## config.mk

```make
export PLATFORM = sky130hd
export DESIGN_NAME = ip_send
export DESIGN_NICKNAME = d
export VERILOG_FILES = /design/src/rtl/ip_send.sv
export SDC_FILE = /design/constraint.sdc
export NUM_CORES = 1
export LEC_CHECK = 0
export CAP_MARGIN = 20
export CORE_ASPECT_RATIO = 0.75
export CORE_UTILIZATION = 52
export CTS_BUF_LIST = sky130_fd_sc_hd__clkbuf_4 sky130_fd_sc_hd__clkbuf_8 sky130_fd_sc_hd__clkbuf_16
export DETAILED_ROUTE_END_ITERATION = 10
export GPL_TIMING_DRIVEN = 0
export PLACE_DENSITY = 0.74
export SLEW_MARGIN = 40
export SYNTH_ARGS = -nofsm -noshare
export SYNTH_HDL_FRONTEND = slang
export SYNTH_SLANG_ARGS = --single-unit
```

## constraint.sdc

```tcl
create_clock -name clk -period 5.8 [get_ports clk]
set_clock_uncertainty 0.1 [all_clocks]
set_input_delay 1.16 -clock clk [delete_from_list [all_inputs] [get_ports clk]]
set_output_delay 1.16 -clock clk [all_outputs]
set_load 0.02 [all_outputs]
```

## src/rtl/ip_send.sv

```systemverilog
// ip_send: IPv4 transmit framer; buffers UDP bytes in a FIFO and prepends a 20-byte header with checksum.
// Define IP_ID_INC_EN to make the identification field count packets; otherwise it stays 0000.
module ip_send #(
   parameter int          FIFO_DEPTH = 64,
   parameter logic [31:0] SRC_IP     = 32'hC0A8010A,
   parameter logic [7:0]  TTL        = 8'h40
) (
   input  logic        clk,
   input  logic        reset,
   input  logic        udp_axis_tvalid_in,
   input  logic [7:0]  udp_axis_tdata_in,
   input  logic        udp_axis_tlast_in,
   input  logic [31:0] ip_addr_in,
   input  logic [15:0] length_in,
   input  logic        ip_axis_tready_in,
   output logic        ip_axis_tvalid_out,
   output logic [7:0]  ip_axis_tdata_out,
   output logic        ip_axis_tlast_out,
   output logic [31:0] ip_dest_out,
   output logic        busy_out,
   output logic        overflow_out
);
   localparam int AW = $clog2(FIFO_DEPTH);

   typedef enum logic [2:0] {IDLE, CSUM0, CSUM1, CSUM2, HDR, PAYLOAD} state_t;
   state_t state, state_nx;

   logic [8:0]  mem [FIFO_DEPTH];
   logic [8:0]  head;
   logic [AW:0] wr_ptr, rd_ptr, count;
   logic        empty, full, push, pop, sop, meta_valid, meta_block, hdr_done, pkt_done, overflow;
   logic [31:0] meta_ip, dst;
   logic [15:0] meta_len, tl, total_len, csum, id;
   logic [19:0] sum, sum0, fold;
   logic [4:0]  cnt;
   logic [7:0]  hdr [20];

   assign count      = wr_ptr - rd_ptr;
   assign empty      = count == '0;
   assign full       = count[AW];
   assign head       = mem[rd_ptr[AW-1:0]];
   assign pop        = state == PAYLOAD && !empty && ip_axis_tready_in;
   // a pop in the same cycle frees the slot, so a write on full is not a drop
   assign push       = udp_axis_tvalid_in && (!full || pop);
   assign meta_block = meta_valid && state != PAYLOAD;
   assign hdr_done   = state == HDR && ip_axis_tready_in && cnt == 5'd19;
   assign pkt_done   = pop && head[8];

   assign tl   = meta_len + 16'd20;
   assign sum0 = 20'h04500 + {4'h0, tl} + {4'h0, id} + 20'h04000 + {4'h0, TTL, 8'h11}
               + {4'h0, SRC_IP[31:16]} + {4'h0, SRC_IP[15:0]} + {4'h0, meta_ip[31:16]} + {4'h0, meta_ip[15:0]};
   assign fold = {4'h0, sum[15:0]} + {16'h0, sum[19:16]};
   assign hdr  = '{8'h45, 8'h00, total_len[15:8], total_len[7:0], id[15:8], id[7:0], 8'h40, 8'h00,
                   TTL, 8'h11, csum[15:8], csum[7:0], SRC_IP[31:24], SRC_IP[23:16], SRC_IP[15:8],
                   SRC_IP[7:0], dst[31:24], dst[23:16], dst[15:8], dst[7:0]};

   always_ff @(posedge clk)
      if (push) mem[wr_ptr[AW-1:0]] <= {udp_axis_tlast_in, udp_axis_tdata_in};

   always_ff @(posedge clk or posedge reset) begin
      if (reset) begin
         wr_ptr     <= '0;
         rd_ptr     <= '0;
         sop        <= 1'b1;
         meta_valid <= 1'b0;
         meta_ip    <= '0;
         meta_len   <= '0;
         overflow   <= 1'b0;
      end else begin
         if (push) wr_ptr <= wr_ptr + 1'b1;
         if (pop) rd_ptr <= rd_ptr + 1'b1;
         if (push) sop <= udp_axis_tlast_in;
         if ((udp_axis_tvalid_in && !push) || (push && sop && meta_block)) overflow <= 1'b1;
         if (push && sop && !meta_block) begin
            meta_ip    <= ip_addr_in;
            meta_len   <= length_in;
            meta_valid <= 1'b1;
         end else if (hdr_done) meta_valid <= 1'b0;
      end
   end

`ifdef IP_ID_INC_EN
   always_ff @(posedge clk or posedge reset)
      if (reset) id <= '0;
      else if (pkt_done) id <= id + 1'b1;
`else
   assign id = 16'h0000;
`endif

   always_ff @(posedge clk or posedge reset) begin
      if (reset) begin
         sum       <= '0;
         csum      <= '0;
         total_len <= '0;
         dst       <= '0;
         cnt       <= '0;
      end else begin
         if (state == CSUM0) begin
            sum       <= sum0;
            total_len <= tl;
            dst       <= meta_ip;
         end
         if (state == CSUM1) sum <= fold;
         if (state == CSUM2) csum <= ~fold[15:0];
         if (state == HDR && ip_axis_tready_in) cnt <= hdr_done ? 5'd0 : cnt + 5'd1;
      end
   end

   always_ff @(posedge clk or posedge reset)
      if (reset) state <= IDLE;
      else state <= state_nx;

   always_comb begin
      state_nx = state;
      case (state)
         IDLE:    if (meta_valid) state_nx = CSUM0;
         CSUM0:   state_nx = CSUM1;
         CSUM1:   state_nx = CSUM2;
         CSUM2:   state_nx = HDR;
         HDR:     if (hdr_done) state_nx = PAYLOAD;
         PAYLOAD: if (pkt_done) state_nx = IDLE;
         default: state_nx = IDLE;
      endcase
      ip_axis_tvalid_out = state == HDR || (state == PAYLOAD && !empty);
      ip_axis_tdata_out  = state == HDR ? hdr[cnt] : (state == PAYLOAD && !empty) ? head[7:0] : 8'h00;
      ip_axis_tlast_out  = state == PAYLOAD && !empty && head[8];
   end

   assign ip_dest_out  = dst;
   assign busy_out     = state != IDLE;
   assign overflow_out = overflow;
endmodule

```

=== Yosys cells after proc, flatten, opt, wreduce, memory -nomap -nowiden ===
Memories as Yosys holds them, arrays and structs flattened.
Cells that the tools add are included.

* Memories: 1
* Bits of input ports: 61
* Register bits: 157
* Bits in writable memories: 576
* Output and inout port bits: 44

{| class="wikitable"
|+ Memory list
! memory !! depth !! width !! read ports !! clocked after memory_dff !! wr ports !! line !! text
|-
| mem || 64 || 9 || 1 || 0 || 1 || 28 || <nowiki>logic [8:0] mem [FIFO_DEPTH];</nowiki>
|}

* Muxes and demuxes: 16
* $lt $le $gt $ge: 1
* Add/sub/neg operators: 13
* Eq/ne operators: 10
* Reduce and logical (&&, ||, !) cells: 25
* Bitwise gates (word level): 2

{| class="wikitable"
|+ Operators by type and width
! kind !! count
|-
| 20-bit by 16-bit adder with 20-bit output || 2
|-
| 8-bit binary-select mux with 5-bit select || 1
|-
| 20-bit two-way mux || 2
|-
| 8-bit two-way mux || 4
|-
| 19-bit by 16-bit adder with 20-bit output, second input constant || 1
|-
| 20-bit by 9-bit adder with 20-bit output, second input constant || 1
|-
| 18-bit by 15-bit adder with 19-bit output, second input constant || 1
|-
| 17-bit by 15-bit adder with 18-bit output, second input constant || 1
|-
| 3-bit case mux with 6 select lines || 1
|-
| 15-bit by 16-bit adder with 17-bit output, first input constant || 1
|-
| 16-bit by 4-bit adder with 17-bit output || 1
|-
| 16-bit by 5-bit adder with 16-bit output, second input constant || 1
|-
| 16-bit NOT || 1
|-
| 7-bit by 1-bit adder with 7-bit output, second input constant || 2
|-
| 1-bit logical AND || 12
|-
| 3-bit two-way mux || 3
|-
| 7-bit zero test || 1
|-
| 7-bit subtractor || 1
|-
| 3-bit by 2-bit equality test with 1-bit output, second input constant || 2
|-
| 3-bit equality test, second input constant || 2
|-
| 6-bit >= comparator, second input constant || 1
|-
| 2-bit != test, second input constant || 3
|-
| 5-bit NOT with 6-bit output || 1
|-
| 5-bit by 1-bit adder with 5-bit output, second input constant || 1
|-
| other kinds (11) || 20
|}

=== Depth between registers and ports, before layout ===
* Depth after elaboration: 10
* Depth in mapped cells: 18

=== Least setup slack after synthesis ===
Ideal clock, no wire load.

* Path kind: register to output
* Start point: register rd_ptr[1]
* End point: output ip_axis_tdata_out[0]
* Arrival time: 3.188 ns
* Setup slack: 1.352 ns
* Stages on the path, launching flop included: 15
* Cell sequence: dfrtp_1 buf_4 buf_4 buf_2 buf_2 clkbuf_1 inv_1 ha_1 nand2b_1 a21oi_1 nor4_1 a211o_1 nand3_1 nand2_1 o32ai_1

* Longest elaborated chain between the ends: 6

{| class="wikitable"
|+ RTL lines
! what !! line !! text
|-
| from (decl) || 30 || <nowiki>logic [AW:0] wr_ptr, rd_ptr, count;</nowiki>
|-
| from (signal assigned) || 71 || <nowiki>if (pop) rd_ptr <= rd_ptr + 1'b1;</nowiki>
|-
| 7-bit subtractor || 38 || <nowiki>assign count = wr_ptr - rd_ptr;</nowiki>
|-
| 7-bit zero test || 39 || <nowiki>assign empty = count == '0;</nowiki>
|-
| 1-bit zero test || 125 || <nowiki>ip_axis_tdata_out = state == HDR ? hdr[cnt] : (state == PAYLOAD && !empty) ? head[7:0] : 8'h00;</nowiki>
|-
| 1-bit logical AND || 125 ||
|-
| 8-bit two-way mux * (2 in a row) || 125 ||
|-
| to (decl) || 17 || <nowiki>output logic [7:0] ip_axis_tdata_out,</nowiki>
|}

Mark *: on every way between the ends. The rest lies on a longest branch, timed or not.

=== Worst setup path in the final report ===
* Start point: register rd_ptr[1]
* End point: output ip_axis_tdata_out[6]

The elaborated chain is that of the path after synthesis.

==> impl_metrics.tcl <==
set metrics [dict create \
    start_util_pct 52.95 \
    die_y_um 214.9 \
    row_count 77 \
    status "completed" \
    arrival_ns 4.43 \
    tightest_slew_ns 0.9357 \
    via_per_inst 6.280 \
    cp_max_fo 19 \
    core_um2 59350 \
    cts_sinks 732 \
    syn_to_final_growth_pct 15.52 \
    num-fill-cells 4260 \
    io_buffers 104 \
    track_usage_pct 28.18 \
    synth_edf_count 576 \
    max_freq_mhz 175.9 \
    synth_area_per_cell_um2 16.20 \
    async_reset_ff_share_pct 21.31 \
    placed_cell_area_um2 33800 \
    regToRegStartpoint "rd_ptr[1]" \
    drv_cap 0 \
    ff2ff_path_depth 14 \
    p_per_area_nw_per_um2 432.1 \
    dieArea_um2 61430 \
    numCtsBuffers 72 \
    mostFrequentLayoutCell "edfxtp_1" \
    rsz0062_at_grt "yes" \
    syn_inst 1940 \
    drive_above_1_share_pct 22.97 \
    reg2reg_slack_ns 0.90 \
    layout.cells.non_filler 2971 \
    ys.flop_type "edfxtp_1" \
    die_w_um 285.9 \
    path_clk_slew_ns 0.06 \
    io_pins 105 \
    crit_required_ns 4.54 \
    yosysUniqueCellTypes 71 \
    antenna_found_initial 0 \
    yosysSeqAreaShare_pct 67.47 \
    worstReg2RegEnd "mem[43][1]" \
    gp_congestion 0.9886 \
    root_buffer "clkbuf_16" \
    drt_iter0_drc 2595 \
    via_count 18660 \
    dp.cells 2843 \
    clockBufferDepth 3 \
    hold-worst-slack_ns 0.3833 \
    endpoint "ip_axis_tdata_out[6]" \
    leakagePower_nw 12.89 \
    ys_warn_count 0 \
    crit_type "register to primary output" \
    tritoncts "done" \
    clock_latency_ns 0.63 \
    grt_pass1_wl_mm 124.1 \
    totalWireLength_mm 84.71 \
    hp-class "register to register" \
    fin_crit_sh_pct 98.04 \
    syn_nets 2068 \
    route.detailed.drc 0 \
    postRouteAntennaNets 0 \
    endpoint_kind "primary output" \
    slew-limit-headroom_pct 37.62 \
    dr.pass1.iters 7 \
    hold_violations 0 \
    peakVddDrop_v 0.0002313 \
    wl_per_cell_um 28.51 \
    layout.nets 2252 \
    grt_pass1_vias 18400 \
    hpwlAfterDp_mm 59.96 \
    most-common-layout-cells "576 x edfxtp_1, 162 x nand2_1, 161 x mux4_2" \
    crit_start "rd_ptr[1]" \
    worstSetupStartpointType "register" \
    grt_overflow_total 0 \
    drv_slew 0 \
    min_period_ns 5.687 \
    grt_max_degree 82 \
    syn_area_um2 31420 \
    setup_violations 0 \
    h-tree-depth 3 \
    stdcell_area_um2 36300 \
    ys_seq_elements 732 \
    antenna_cells 0 \
]
[timing repair]
action	in CTS	in global routing
endpoints found under the hold margin	0	0
gates resized for setup	14	15
pin swaps	0	0
setup endpoints to repair	10	9
hold buffers	0	0
buffers inserted	0	1
[area by class of cell]
class / count / area [um2] / area share (%)
repair buffers: 114 / 1226 / 3.378
plain buffers: 99 / 534.3 / 1.472
clock inverters: 46 / 449.2 / 1.237
inverters: 85 / 331.6 / 0.9134
flip-flops and latches: 732 / 21200 / 58.40
clock buffers: 85 / 1929 / 5.315
well taps: 790 / 988.4 / 2.723
multi-input cells: 1020 / 9641 / 26.56
[state kept, by name, summed over array words and instances (netlist names), 16 cells and up]
name and cells:
mem 576, meta_len 16, meta_ip 32, csum 16
sum 19, ip_dest_out 32, total_len 16
[worst max-delay path, stage by stage (launching register included)]
cell	delay (ns)
dfrtp_1	0.35
buf_4	0.24
buf_4	0.26
buf_6	0.25
buf_6	0.29
inv_1	0.10
ha_1	0.31
nand2b_1	0.09
a21oi_2	0.23
o22a_2	0.24
xnor2_4	0.09
nand3_1	0.10
nand2_2	0.21
or3_1	0.42
o21ai_0	0.19
dlygate4sd2_1	0.39
[worst min-delay path by stage]
stage | cells past startpoint | start | endpoint | slack [ns]
4_1_cts | 2 | total_len[4] | total_len[4] | 0.38
6_report | 2 | total_len[11] | total_len[11] | 0.38
2_1_floorplan | 2 | total_len[7] | total_len[7] | 0.34
3_5_place_dp | 2 | total_len[4] | total_len[4] | 0.37
3_3_place_gp | 2 | total_len[7] | total_len[7] | 0.36
5_1_grt | 2 | total_len[7] | total_len[7] | 0.41
[metrics by stage]
stage | util (%) | TNS [ns] | power [W] | setup slack, ns
global placement | 56.37 | -284.03 | 0.01079 | -1.834
finish | 61.17 | 0 | 0.01569 | 0.1134
global route | 61.17 | -0.01781 | 0.01624 | -0.01122
floorplan | - | 0 | 0.009218 | 0.3351
detailed placement | 56.96 | -3.458 | 0.01086 | -0.5325
CTS | 61.03 | 0 | 0.01559 | 0.01175
[cell usage after synthesis, types with 5 or more instances]
cell type    n  area, um2
buf_4       10      75.07
mux2i_1     21      210.2
o22ai_1      9      56.30
xnor2_1     30      262.8
or3_1        7      43.79
clkbuf_1    48      180.2
xor2_1      28      245.2
buf_1       11      41.29
nor2b_1     13      81.33
buf_6        9      101.4
a21o_1       6      45.04
dfrtp_1    155       3879
edfxtp_1   576      17300
a32oi_1      9      78.83
nand4_1     13      81.33
inv_1       83      311.6
and2_1       6      37.54
a22oi_1     23      172.7
mux4_2     161       3626
buf_2       25      125.1
o31ai_1      5      37.54
mux2_4       9      135.1
mux2_2      46      518.0
nand2_1    163      611.8
ha_1        50      625.6
nand3_1     20      100.1
o21ai_0     95      475.5
fa_1        17      340.3
a211oi_1     9      67.56
a21oi_1     45      225.2
a221oi_1     5      43.79
and3_1       5      31.28
a31oi_1      9      56.30
nor3_1      14      70.07
nor2_1     130      488.0
nand2b_1    11      68.82
[layer usage]
layer	wire, um	track usage, %	vias to the layer above
li1	-	-	7819
met5	0	0	-
met3	10430	9.554	154
met4	2439	8.039	0
met1	35920	42.57	9614
met2	35920	38.82	1072
[where the power goes]
| part | internal (W) | total, W | switching (W) |
|---|---|---|---|
| sequential | 0.00592 | 0.00616 | 0.000242 |
| combinational | 0.00193 | 0.00476 | 0.00284 |
| clock | 0.00272 | 0.00476 | 0.00205 |
[cells by family (layout without fill, tap and decap cells)]
kind of cell / count (synthesis) / in the layout / synth area share [%]
adders and majority gates: 67 / 67 / 3.074
xor gates and xnor gates: 59 / 59 / 1.704
and+or+nand+nor: 402 / 402 / 5.630
buffers and inverters: 188 / 429 / 2.680
DFF: 732 / 732 / 67.47
AOI/OAI and AO/OA: 255 / 255 / 5.156
muxes: 237 / 237 / 14.29
Power figures use the tool's default switching activity.
